$ cat config.mk
export PLATFORM = sky130hd
export DESIGN_NAME = mem_arbiter_up_flat
export DESIGN_NICKNAME = d
export VERILOG_FILES = /design/src/rtl/mem_arbiter_up_if.sv /design/src/rtl/mem_arbiter_up.sv /design/src/flat_wrapper.sv
export SDC_FILE = /design/constraint.sdc
export NUM_CORES = 1
export LEC_CHECK = 0
export BUFFER_PORTS_ARGS = -buffer_cell sky130_fd_sc_hd__buf_2
export CORE_MARGIN = 2
export CORE_UTILIZATION = 25
export CTS_BUF_LIST = sky130_fd_sc_hd__clkbuf_4
export DETAILED_ROUTE_END_ITERATION = 6
export PLACE_DENSITY = 0.54
export SYNTH_ARGS = -nofsm -noshare
export SYNTH_HDL_FRONTEND = slang
export SYNTH_SLANG_ARGS = --single-unit
$ cat constraint.sdc
create_clock -name clk -period 2.6 [get_ports clk]
set_clock_uncertainty 0.1 [all_clocks]
set_input_delay 0.65 -clock clk [delete_from_list [all_inputs] [get_ports clk]]
set_output_delay 0.65 -clock clk [all_outputs]
set_load 0.03 [all_outputs]
$ cat src/rtl/mem_arbiter_up_if.sv
// Pipeline-side and memory-side signals of the shared memory port arbiter.
// The arbiter connects through the slave modport; the pipeline/memory
// environment drives through the master modport.
interface mem_arbiter_up_if #(
    parameter int AW = 32,
    parameter int DW = 32
);
    logic            i_req;
    logic [AW-1:0]   i_addr;
    logic [DW-1:0]   i_rdata;
    logic            i_valid;

    logic            d_req;
    logic            d_we;
    logic [AW-1:0]   d_addr;
    logic [DW-1:0]   d_wdata;
    logic [DW/8-1:0] d_wstrb;
    logic [DW-1:0]   d_rdata;
    logic            d_valid;

    logic            flush;

    logic            m_req;
    logic            m_we;
    logic [AW-1:0]   m_addr;
    logic [DW-1:0]   m_wdata;
    logic [DW/8-1:0] m_wstrb;
    logic            m_ack;
    logic [DW-1:0]   m_rdata;

    logic            stall_f;
    logic            stall_m;

    modport slave (
        input  i_req, i_addr, d_req, d_we, d_addr, d_wdata, d_wstrb, flush, m_ack, m_rdata,
        output i_rdata, i_valid, d_rdata, d_valid, m_req, m_we, m_addr, m_wdata, m_wstrb,
               stall_f, stall_m
    );

    modport master (
        output i_req, i_addr, d_req, d_we, d_addr, d_wdata, d_wstrb, flush, m_ack, m_rdata,
        input  i_rdata, i_valid, d_rdata, d_valid, m_req, m_we, m_addr, m_wdata, m_wstrb,
               stall_f, stall_m
    );
endinterface

$ cat src/rtl/mem_arbiter_up.sv
// Shared memory port arbiter between instruction fetch and data memory stages.
//
//   state  | meaning
//   -------+-------------------------------------------------------------
//   IDLE   | no transaction outstanding; arbitrate this cycle
//   I_BUSY | fetch transaction on the memory port, waiting for m_ack
//   D_BUSY | load/store transaction on the memory port, waiting for m_ack
//   I_DROP | fetch cancelled by flush; wait for m_ack, return nothing
module mem_arbiter_up #(
    parameter int AW          = 32,
    parameter int DW          = 32,
    parameter int MAX_D_BURST = 4
) (
    input logic             clk,
    input logic             rst_n,
    mem_arbiter_up_if.slave bus
);
    localparam int              SW         = $clog2(MAX_D_BURST + 1);
    localparam logic [SW-1:0]   STREAK_MAX = SW'(MAX_D_BURST);

    typedef enum logic [1:0] {
        IDLE   = 2'd0,
        I_BUSY = 2'd1,
        D_BUSY = 2'd2,
        I_DROP = 2'd3
    } state_t;

    state_t          r_state;
    logic [SW-1:0]   r_d_streak;
    logic            r_m_req;
    logic            r_m_we;
    logic [AW-1:0]   r_m_addr;
    logic [DW-1:0]   r_m_wdata;
    logic [DW/8-1:0] r_m_wstrb;

    logic            w_idle;
    logic            w_grant_i;
    logic            w_grant_d;

    // Arbitration: data wins unless the waiting fetch has used up its patience.
    always_comb begin
        w_idle    = (r_state == IDLE);
        w_grant_i = w_idle & bus.i_req & ~bus.flush & (~bus.d_req | (r_d_streak == STREAK_MAX));
        w_grant_d = w_idle & bus.d_req & ~w_grant_i;
    end

    // Transaction FSM with the registered memory-side request fields.
    always_ff @(posedge clk or negedge rst_n) begin
        if (!rst_n) begin
            r_state   <= IDLE;
            r_m_req   <= 1'b0;
            r_m_we    <= 1'b0;
            r_m_addr  <= '0;
            r_m_wdata <= '0;
            r_m_wstrb <= '0;
        end else begin
            case (r_state)
                IDLE: begin
                    if (w_grant_i) begin
                        r_state   <= I_BUSY;
                        r_m_req   <= 1'b1;
                        r_m_we    <= 1'b0;
                        r_m_addr  <= bus.i_addr;
                        r_m_wdata <= '0;
                        r_m_wstrb <= '0;
                    end else if (w_grant_d) begin
                        r_state   <= D_BUSY;
                        r_m_req   <= 1'b1;
                        r_m_we    <= bus.d_we;
                        r_m_addr  <= bus.d_addr;
                        r_m_wdata <= bus.d_wdata;
                        r_m_wstrb <= bus.d_wstrb;
                    end
                end
                I_BUSY: begin
                    if (bus.m_ack) begin
                        r_state <= IDLE;
                        r_m_req <= 1'b0;
                    end else if (bus.flush) begin
                        r_state <= I_DROP;
                    end
                end
                D_BUSY, I_DROP: begin
                    if (bus.m_ack) begin
                        r_state <= IDLE;
                        r_m_req <= 1'b0;
                    end
                end
                default: begin
                    r_state <= IDLE;
                    r_m_req <= 1'b0;
                end
            endcase
        end
    end

    // Data grants taken while a fetch is waiting; any fetch grant or idle fetch clears it.
    always_ff @(posedge clk or negedge rst_n) begin
        if (!rst_n) begin
            r_d_streak <= '0;
        end else if (!bus.i_req || w_grant_i) begin
            r_d_streak <= '0;
        end else if (w_grant_d && (r_d_streak != STREAK_MAX)) begin
            r_d_streak <= r_d_streak + SW'(1);
        end
    end

    assign bus.m_req   = r_m_req;
    assign bus.m_we    = r_m_we;
    assign bus.m_addr  = r_m_addr;
    assign bus.m_wdata = r_m_wdata;
    assign bus.m_wstrb = r_m_wstrb;

    // A flush arriving with the ack still kills the fetch result.
    assign bus.i_valid = (r_state == I_BUSY) & bus.m_ack & ~bus.flush;
    assign bus.d_valid = (r_state == D_BUSY) & bus.m_ack;
    assign bus.i_rdata = bus.m_rdata;
    assign bus.d_rdata = bus.m_rdata;

    assign bus.stall_f = bus.i_req & ~bus.i_valid;
    assign bus.stall_m = bus.d_req & ~bus.d_valid;
endmodule

$ cat src/flat_wrapper.sv
// flat-port wrapper written by rule: the top's interface ports become plain ports
module mem_arbiter_up_flat 
#(
    parameter int AW          = 32,
    parameter int DW          = 32,
    parameter int MAX_D_BURST = 4
)
  (clk, rst_n, bus_i_req, bus_i_addr, bus_d_req, bus_d_we, bus_d_addr, bus_d_wdata, bus_d_wstrb, bus_flush, bus_m_ack, bus_m_rdata, bus_i_rdata, bus_i_valid, bus_d_rdata, bus_d_valid, bus_m_req, bus_m_we, bus_m_addr, bus_m_wdata, bus_m_wstrb, bus_stall_f, bus_stall_m);
  mem_arbiter_up_if #(.AW(AW), .DW(DW)) bus_i ();
  input logic clk;
  input logic rst_n;
  input wire logic [$bits(bus_i.i_req)-1:0] bus_i_req;
  input wire logic [$bits(bus_i.i_addr)-1:0] bus_i_addr;
  input wire logic [$bits(bus_i.d_req)-1:0] bus_d_req;
  input wire logic [$bits(bus_i.d_we)-1:0] bus_d_we;
  input wire logic [$bits(bus_i.d_addr)-1:0] bus_d_addr;
  input wire logic [$bits(bus_i.d_wdata)-1:0] bus_d_wdata;
  input wire logic [$bits(bus_i.d_wstrb)-1:0] bus_d_wstrb;
  input wire logic [$bits(bus_i.flush)-1:0] bus_flush;
  input wire logic [$bits(bus_i.m_ack)-1:0] bus_m_ack;
  input wire logic [$bits(bus_i.m_rdata)-1:0] bus_m_rdata;
  output wire logic [$bits(bus_i.i_rdata)-1:0] bus_i_rdata;
  output wire logic [$bits(bus_i.i_valid)-1:0] bus_i_valid;
  output wire logic [$bits(bus_i.d_rdata)-1:0] bus_d_rdata;
  output wire logic [$bits(bus_i.d_valid)-1:0] bus_d_valid;
  output wire logic [$bits(bus_i.m_req)-1:0] bus_m_req;
  output wire logic [$bits(bus_i.m_we)-1:0] bus_m_we;
  output wire logic [$bits(bus_i.m_addr)-1:0] bus_m_addr;
  output wire logic [$bits(bus_i.m_wdata)-1:0] bus_m_wdata;
  output wire logic [$bits(bus_i.m_wstrb)-1:0] bus_m_wstrb;
  output wire logic [$bits(bus_i.stall_f)-1:0] bus_stall_f;
  output wire logic [$bits(bus_i.stall_m)-1:0] bus_stall_m;
  assign bus_i.i_req = bus_i_req;
  assign bus_i.i_addr = bus_i_addr;
  assign bus_i.d_req = bus_d_req;
  assign bus_i.d_we = bus_d_we;
  assign bus_i.d_addr = bus_d_addr;
  assign bus_i.d_wdata = bus_d_wdata;
  assign bus_i.d_wstrb = bus_d_wstrb;
  assign bus_i.flush = bus_flush;
  assign bus_i.m_ack = bus_m_ack;
  assign bus_i.m_rdata = bus_m_rdata;
  assign bus_i_rdata = bus_i.i_rdata;
  assign bus_i_valid = bus_i.i_valid;
  assign bus_d_rdata = bus_i.d_rdata;
  assign bus_d_valid = bus_i.d_valid;
  assign bus_m_req = bus_i.m_req;
  assign bus_m_we = bus_i.m_we;
  assign bus_m_addr = bus_i.m_addr;
  assign bus_m_wdata = bus_i.m_wdata;
  assign bus_m_wstrb = bus_i.m_wstrb;
  assign bus_stall_f = bus_i.stall_f;
  assign bus_stall_m = bus_i.stall_m;
  mem_arbiter_up #(.AW(AW), .DW(DW), .MAX_D_BURST(MAX_D_BURST)) u_core (.clk(clk), .rst_n(rst_n), .bus(bus_i));
endmodule
# Word-level counts from Yosys, hierarchy flattened
# Cells that the tools add are included.
[totals]
regBits = 75
out_inout_bits = 138
input_bits = 139
word_cells = 64
[op_classes]
n_addsub = 1
n_reduce_logical = 11
n_mux = 20
n_eq_ne = 9
bitwise = 16
[op_table]
columns = ["cell", "count"]
rows = [
  ["$mux W32", 4],
  ["$and A1 B1 Y1", 10],
  ["$mux W2", 5],
  ["$ne A3 B3 Y1 const B", 3],
  ["$mux W4", 2],
  ["$mux W3", 2],
  ["$pmux W2 S3", 1],
  ["$mux W1", 5],
  ["$not A1 Y1", 5],
  ["$eq A2 B2 Y1 const B", 2],
  ["$reduce_and A2 Y1", 2],
  ["$reduce_bool A2 Y1", 2],
  ["$add A3 B1 Y3 const B", 1],
  ["$eq A3 B3 Y1 const B", 1],
  ["$reduce_and A3 Y1", 1],
  ["$reduce_or A3 Y1", 1],
  ["$eq A2 B1 Y1 const B", 1],
  ["$logic_not A2 Y1", 1],
  ["$ne A2 B1 Y1 const B", 1],
  ["$ne A2 B2 Y1 const B", 1],
  ["$pmux W1 S2", 1],
  ["$reduce_or A2 Y1", 1],
  ["$logic_and A1 B1 Y1", 1],
  ["$logic_not A1 Y1", 1],
  ["2 further kinds", 2],
]

# Logic depth before layout (Yosys ltp)
[depth]
depth_word = 9
ltp_mapped = 8
ltp_nobuf = 5

# Worst setup path after synthesis
# No wires, ideal clock.
[synth_timing]
path_kind = "input port to output port"
start = "input bus_flush"
end = "output bus_stall_f"
path_slack_ns = -0.629
required_ns = 1.850
n_path_buf = 2
t_arrival_ns = 2.479
stages = 4
path_cell_list = "clkbuf_2 > clkbuf_1 > nor4b_1 > nor2b_1"
[synth_via]
elab_chain_len = 4
[synth_rtl]
columns = ["element", "line", "source"]
rows = [
  ["start: declaration", "flat_wrapper.sv:19", "input wire logic [$bits(bus_i.flush)-1:0] bus_flush;"],
  ["$not A1 Y1", "mem_arbiter_up.sv:115", "assign bus.i_valid = (r_state == I_BUSY) & bus.m_ack & ~bus.flush;"],
  ["$and A1 B1 Y1", "mem_arbiter_up.sv:115", ""],
  ["net bus_i_valid", "flat_wrapper.sv:23", "output wire logic [$bits(bus_i.i_valid)-1:0] bus_i_valid;"],
  ["$not A1 Y1", "mem_arbiter_up.sv:120", "assign bus.stall_f = bus.i_req & ~bus.i_valid;"],
  ["$and A1 B1 Y1", "mem_arbiter_up.sv:120", ""],
  ["end: declaration", "flat_wrapper.sv:31", "output wire logic [$bits(bus_i.stall_f)-1:0] bus_stall_f;"],
]
# The timed path passes the listed nets, and every way through them passes these cells.

# Final worst setup path
[layout_timing]
start = "register u_core.r_state[0]"
end = "output bus_stall_f"
[layout_via]
elab_chain_len = 5
[layout_rtl]
columns = ["element", "line", "source"]
rows = [
  ["start: declaration", "mem_arbiter_up.sv:28", "state_t r_state;"],
  ["start signal: assignment", "mem_arbiter_up.sv:50", "r_state <= IDLE;"],
  ["start signal: assignment", "mem_arbiter_up.sv:60", "r_state <= I_BUSY;"],
  ["start signal: assignment", "mem_arbiter_up.sv:67", "r_state <= D_BUSY;"],
  ["$eq A2 B1 Y1", "mem_arbiter_up.sv:115", ""],
  ["$and A1 B1 Y1 (2 in series)", "mem_arbiter_up.sv:115", ""],
  ["$not A1 Y1", "mem_arbiter_up.sv:120", ""],
  ["$and A1 B1 Y1", "mem_arbiter_up.sv:120", ""],
]
# No other way between the ends.

==> summary.md <==
Routing
* wire length on met3: 1130 µm
* Routed WL per cell: 17.0 µm
* detailed-route vias per instance: 4.87
* detailed-routing wirelength on met1: 5460 µm
* First DRT Iteration DRCs: 152
* Routed Antenna Nets: 0
* met2 wire len: 5860 µm
* # DRC: 0
* vias post-DR: 3606
* highest routed layer: met4
* DRT Pass-1 Iters: 5
* Total Routed Length: 12600 µm

Outcome
* run status: complete, no violations

STA
* final hold slack: 0.308 ns
* unrepaired setup endpoints after global routing: false
* slew at the pin closest to its max-slew limit: 0.702 ns
* min cycle time layout: 2.32 ns
* total negative setup slack: 0 ns
* Final Hold Fails: 0
* Fmax achieved: 431 MHz
* max-slew violation total from the final report: 0
* Final Cycle Share: 0.892
* final setup vio count: 0
* worst slew margin relative to its limit: 0.532
* setup slack of the critical path after layout: 0.281 ns

Finish
* Post-layout nets: 657
* multi-input combinational cell area: 0.00154 mm²
* area taken by flip-flops and latches: 0.00188 mm²
* non-filler cells, final: 741
* number of fill cells in the layout: 1738
* count of antenna diodes in the layout: 0
* share of cells above drive strength 1: 0.417
* area overhead of the layout relative to synthesis: 20.0%

Place
* weighted congestion at the end of routability-driven global placement: 0.767
* HPWL after DPL: 8910 µm
* Post-Place Cells: 724
* Place WS: 0.259 ns
* IO Port Bufs: 180

Synthesis
* area of the mapped netlist: 0.00419 mm²
* Synth Register Bits: 75
* number of flops mapped to enable cells by yosys: 0
* sequential share of the synthesized area: 0.448
* synthesized area per cell: 10.2 µm²
* Yosys cell types: 32
* largest cells by area after synthesis: sky130_fd_sc_hd__dfrtp_1 45%, sky130_fd_sc_hd__buf_4 11%, sky130_fd_sc_hd__a22o_1 7.7%
* most common flop cell mapped by yosys: sky130_fd_sc_hd__dfrtp_1
* Async SR Flop Fraction: 1.00
* warning count from the yosys run: 0
* Syn Inst Count: 412
* biggest area consumer among synthesized cells: sky130_fd_sc_hd__dfrtp_1
* net count after synthesis: 553
* fraction of post-synthesis cell area in the top cell type by area: 0.448

Floorplan
* starting utilization of the core area: 0.255
* Die Span Y: 133 µm
* Ports: 277
* core box area: 0.0165 mm²
* Die Area: 0.0178 mm²
* horizontal die dimension: 133 µm
* Rows: 47

Clock network
* CTS tree: built
* clock-pin slew reported for the worst setup and hold paths after clock tree synthesis: 0.13 ns
* maximum buffer depth of the clock tree: 2
* hold-fix buffer count after cts: 1
* TritonCTS Sinks: 75
* worst skew pair latency: 0.45 ns
* Gates resized, CTS repair: 0
* total CTS buffers: 9
* buffer count from post-CTS setup fixing: 0
* H-tree lvl count: 3
* clock root buffer: sky130_fd_sc_hd__clkbuf_4

Pwr
* Max rail drop VDD: 0.346 mV
* Power Density: 883 mW/mm²
* Static Leak: 0.00263 µW

GRT
* gr ovfl total: 0
* largest net degree at the start of global routing: 51
* via count of the first global-routing pass: 3569
* initial antenna violation count: 0
* GRT Total Usage: 0.139
* first-pass GRT wire length: 19300 µm

Setup path
* critical path startpoint category: register
* logic depth of the worst register-to-register path: 6
* CP top delay family: flip-flops
* maximum net fanout on the critical path: 6
* kind of critical path: register to primary output
* combined buffer and inverter count along the critical path: 2
* stage delay of the slowest cell on the critical path: 0.45 ns
* minimum setup slack among reg-to-reg paths: 0.38 ns
* Reg-to-Reg End: u_core.bus.m_wdata[2]$_DFFE_PN0P_
* Worst EP required: 1.85 ns
* Critical Path Sink Type: primary output
* Arrival @ worst endpoint: 1.57 ns
* slowest cell on the critical path: sky130_fd_sc_hd__dfrtp_1
* cell-by-cell trace of the critical path: inv_1 > nor4b_4 > nor2b_1 > buf_2
* origin of the critical flop-to-flop path: u_core.r_d_streak[0]$_DFFE_PN0P_

Worst hold path
* hold endpoint: u_core.bus.m_wdata[30]$_DFFE_PN0P_
* source of the worst hold timing path: bus_d_wdata[30]
* worst hold path cell count: 2
* class of the tightest hold or removal check: input pin to register

Flow run
* max-cap violations: 0

[layout make-up]
| type | count | share of cell area |
|---|---|---|
| Inverter | 37 | 0.0276 |
| Sequential cell | 75 | 0.373 |
| Clock buffer | 9 | 0.0134 |
| Clock inverter | 7 | 0.0137 |
| Timing Repair Buffer | 196 | 0.211 |
| Tap cell | 220 | 0.0547 |
| Multi-Input combinational cell | 197 | 0.306 |
[power by group]
part           switching (µW)  internal [µW]  total (µW)
Combinational            1330            659        1990
Clock                     464            289         753
Sequential                193           1510        1700
[synthesized netlist by cell type, types with 2 or more instances]
library cell	count
sky130_fd_sc_hd__a21oi_1	3
sky130_fd_sc_hd__a22o_1	37
sky130_fd_sc_hd__a221oi_1	32
sky130_fd_sc_hd__inv_1	36
sky130_fd_sc_hd__buf_4	64
sky130_fd_sc_hd__o21ai_0	34
sky130_fd_sc_hd__and3b_1	32
sky130_fd_sc_hd__a22oi_1	32
sky130_fd_sc_hd__nor2b_1	2
sky130_fd_sc_hd__nand4_1	2
sky130_fd_sc_hd__buf_2	10
sky130_fd_sc_hd__ha_1	2
sky130_fd_sc_hd__clkbuf_1	24
sky130_fd_sc_hd__o22ai_1	2
sky130_fd_sc_hd__nor4b_1	2
sky130_fd_sc_hd__nand2_1	5
sky130_fd_sc_hd__nor2_1	2
sky130_fd_sc_hd__buf_6	3
sky130_fd_sc_hd__dfrtp_1	75
[state kept, by name, summed over array words and instances (netlist names)]
name                cells
u_core.bus.m_addr      32
u_core.bus.m_wdata     32
u_core.bus.m_wstrb      4
u_core.r_d_streak       3
u_core.r_state          2
u_core.bus.m_req        1
u_core.bus.m_we         1
[per-stage QoR]
| stage | utilization | total power, µW | cell area [µm²] |
|---|---|---|---|
| floorplan | - | 3220 | 4210 |
| global placement | 0.297 | 3700 | 4880 |
| detailed placement | 0.297 | 3730 | 4880 |
| CTS | 0.305 | 4510 | 5030 |
| global route | 0.305 | 4720 | 5030 |
| finish | 0.305 | 4440 | 5030 |
[placed cells by master (no fill, tap or decap), drive strengths merged]
master	instances
a21bo	2
o21ai	35
nand4	2
or4b	1
clkinvlp	2
ha	2
dlygate4sd3	1
inv	36
nor2	2
a22o	37
a22oi	32
or2	1
a211oi	1
nand2	5
and3b	32
o22ai	2
clkbuf	9
o21bai	1
dfrtp	75
bufinv	1
a21boi	1
a21oi	3
a221oi	32
nor4b	2
clkinv	5
buf	195
and3	1
nor2b	2
nand2b	1
[worst max-delay path by stage]
| stage | start | to | cells past startpoint |
|---|---|---|---|
| finish | u_core.r_state[0]$_DFFE_PN0P_ | bus_stall_f | 4 |
| global placement | bus_d_req | u_core.bus.m_wdata[24]$_DFFE_PN0P_ | 5 |
| floorplan | bus_flush | bus_stall_f | 4 |
| CTS | u_core.r_state[0]$_DFFE_PN0P_ | bus_stall_f | 4 |
| global route | u_core.r_state[0]$_DFFE_PN0P_ | bus_stall_f | 4 |
| detailed placement | bus_d_req | u_core.bus.m_wdata[2]$_DFFE_PN0P_ | 5 |
[per-layer routing]
layer	global-route usage	vias to the layer above
met5	0	-
met4	0.0508	0
met3	0.0438	16
met2	0.218	199
met1	0.181	1744
li1	-	1647
[kinds of logic (layout without fill, tap and decap cells)]
family,Yosys count,after routing,synth area share
AOI/OAI and AO/OA,146,146,0.264
adders and majority gates,2,2,0.00597
buffers and inverters,140,249,0.191
DFF,75,75,0.448
and+or+nand+nor,49,49,0.0910
No activity file was read; power rests on OpenSTA's default activity.
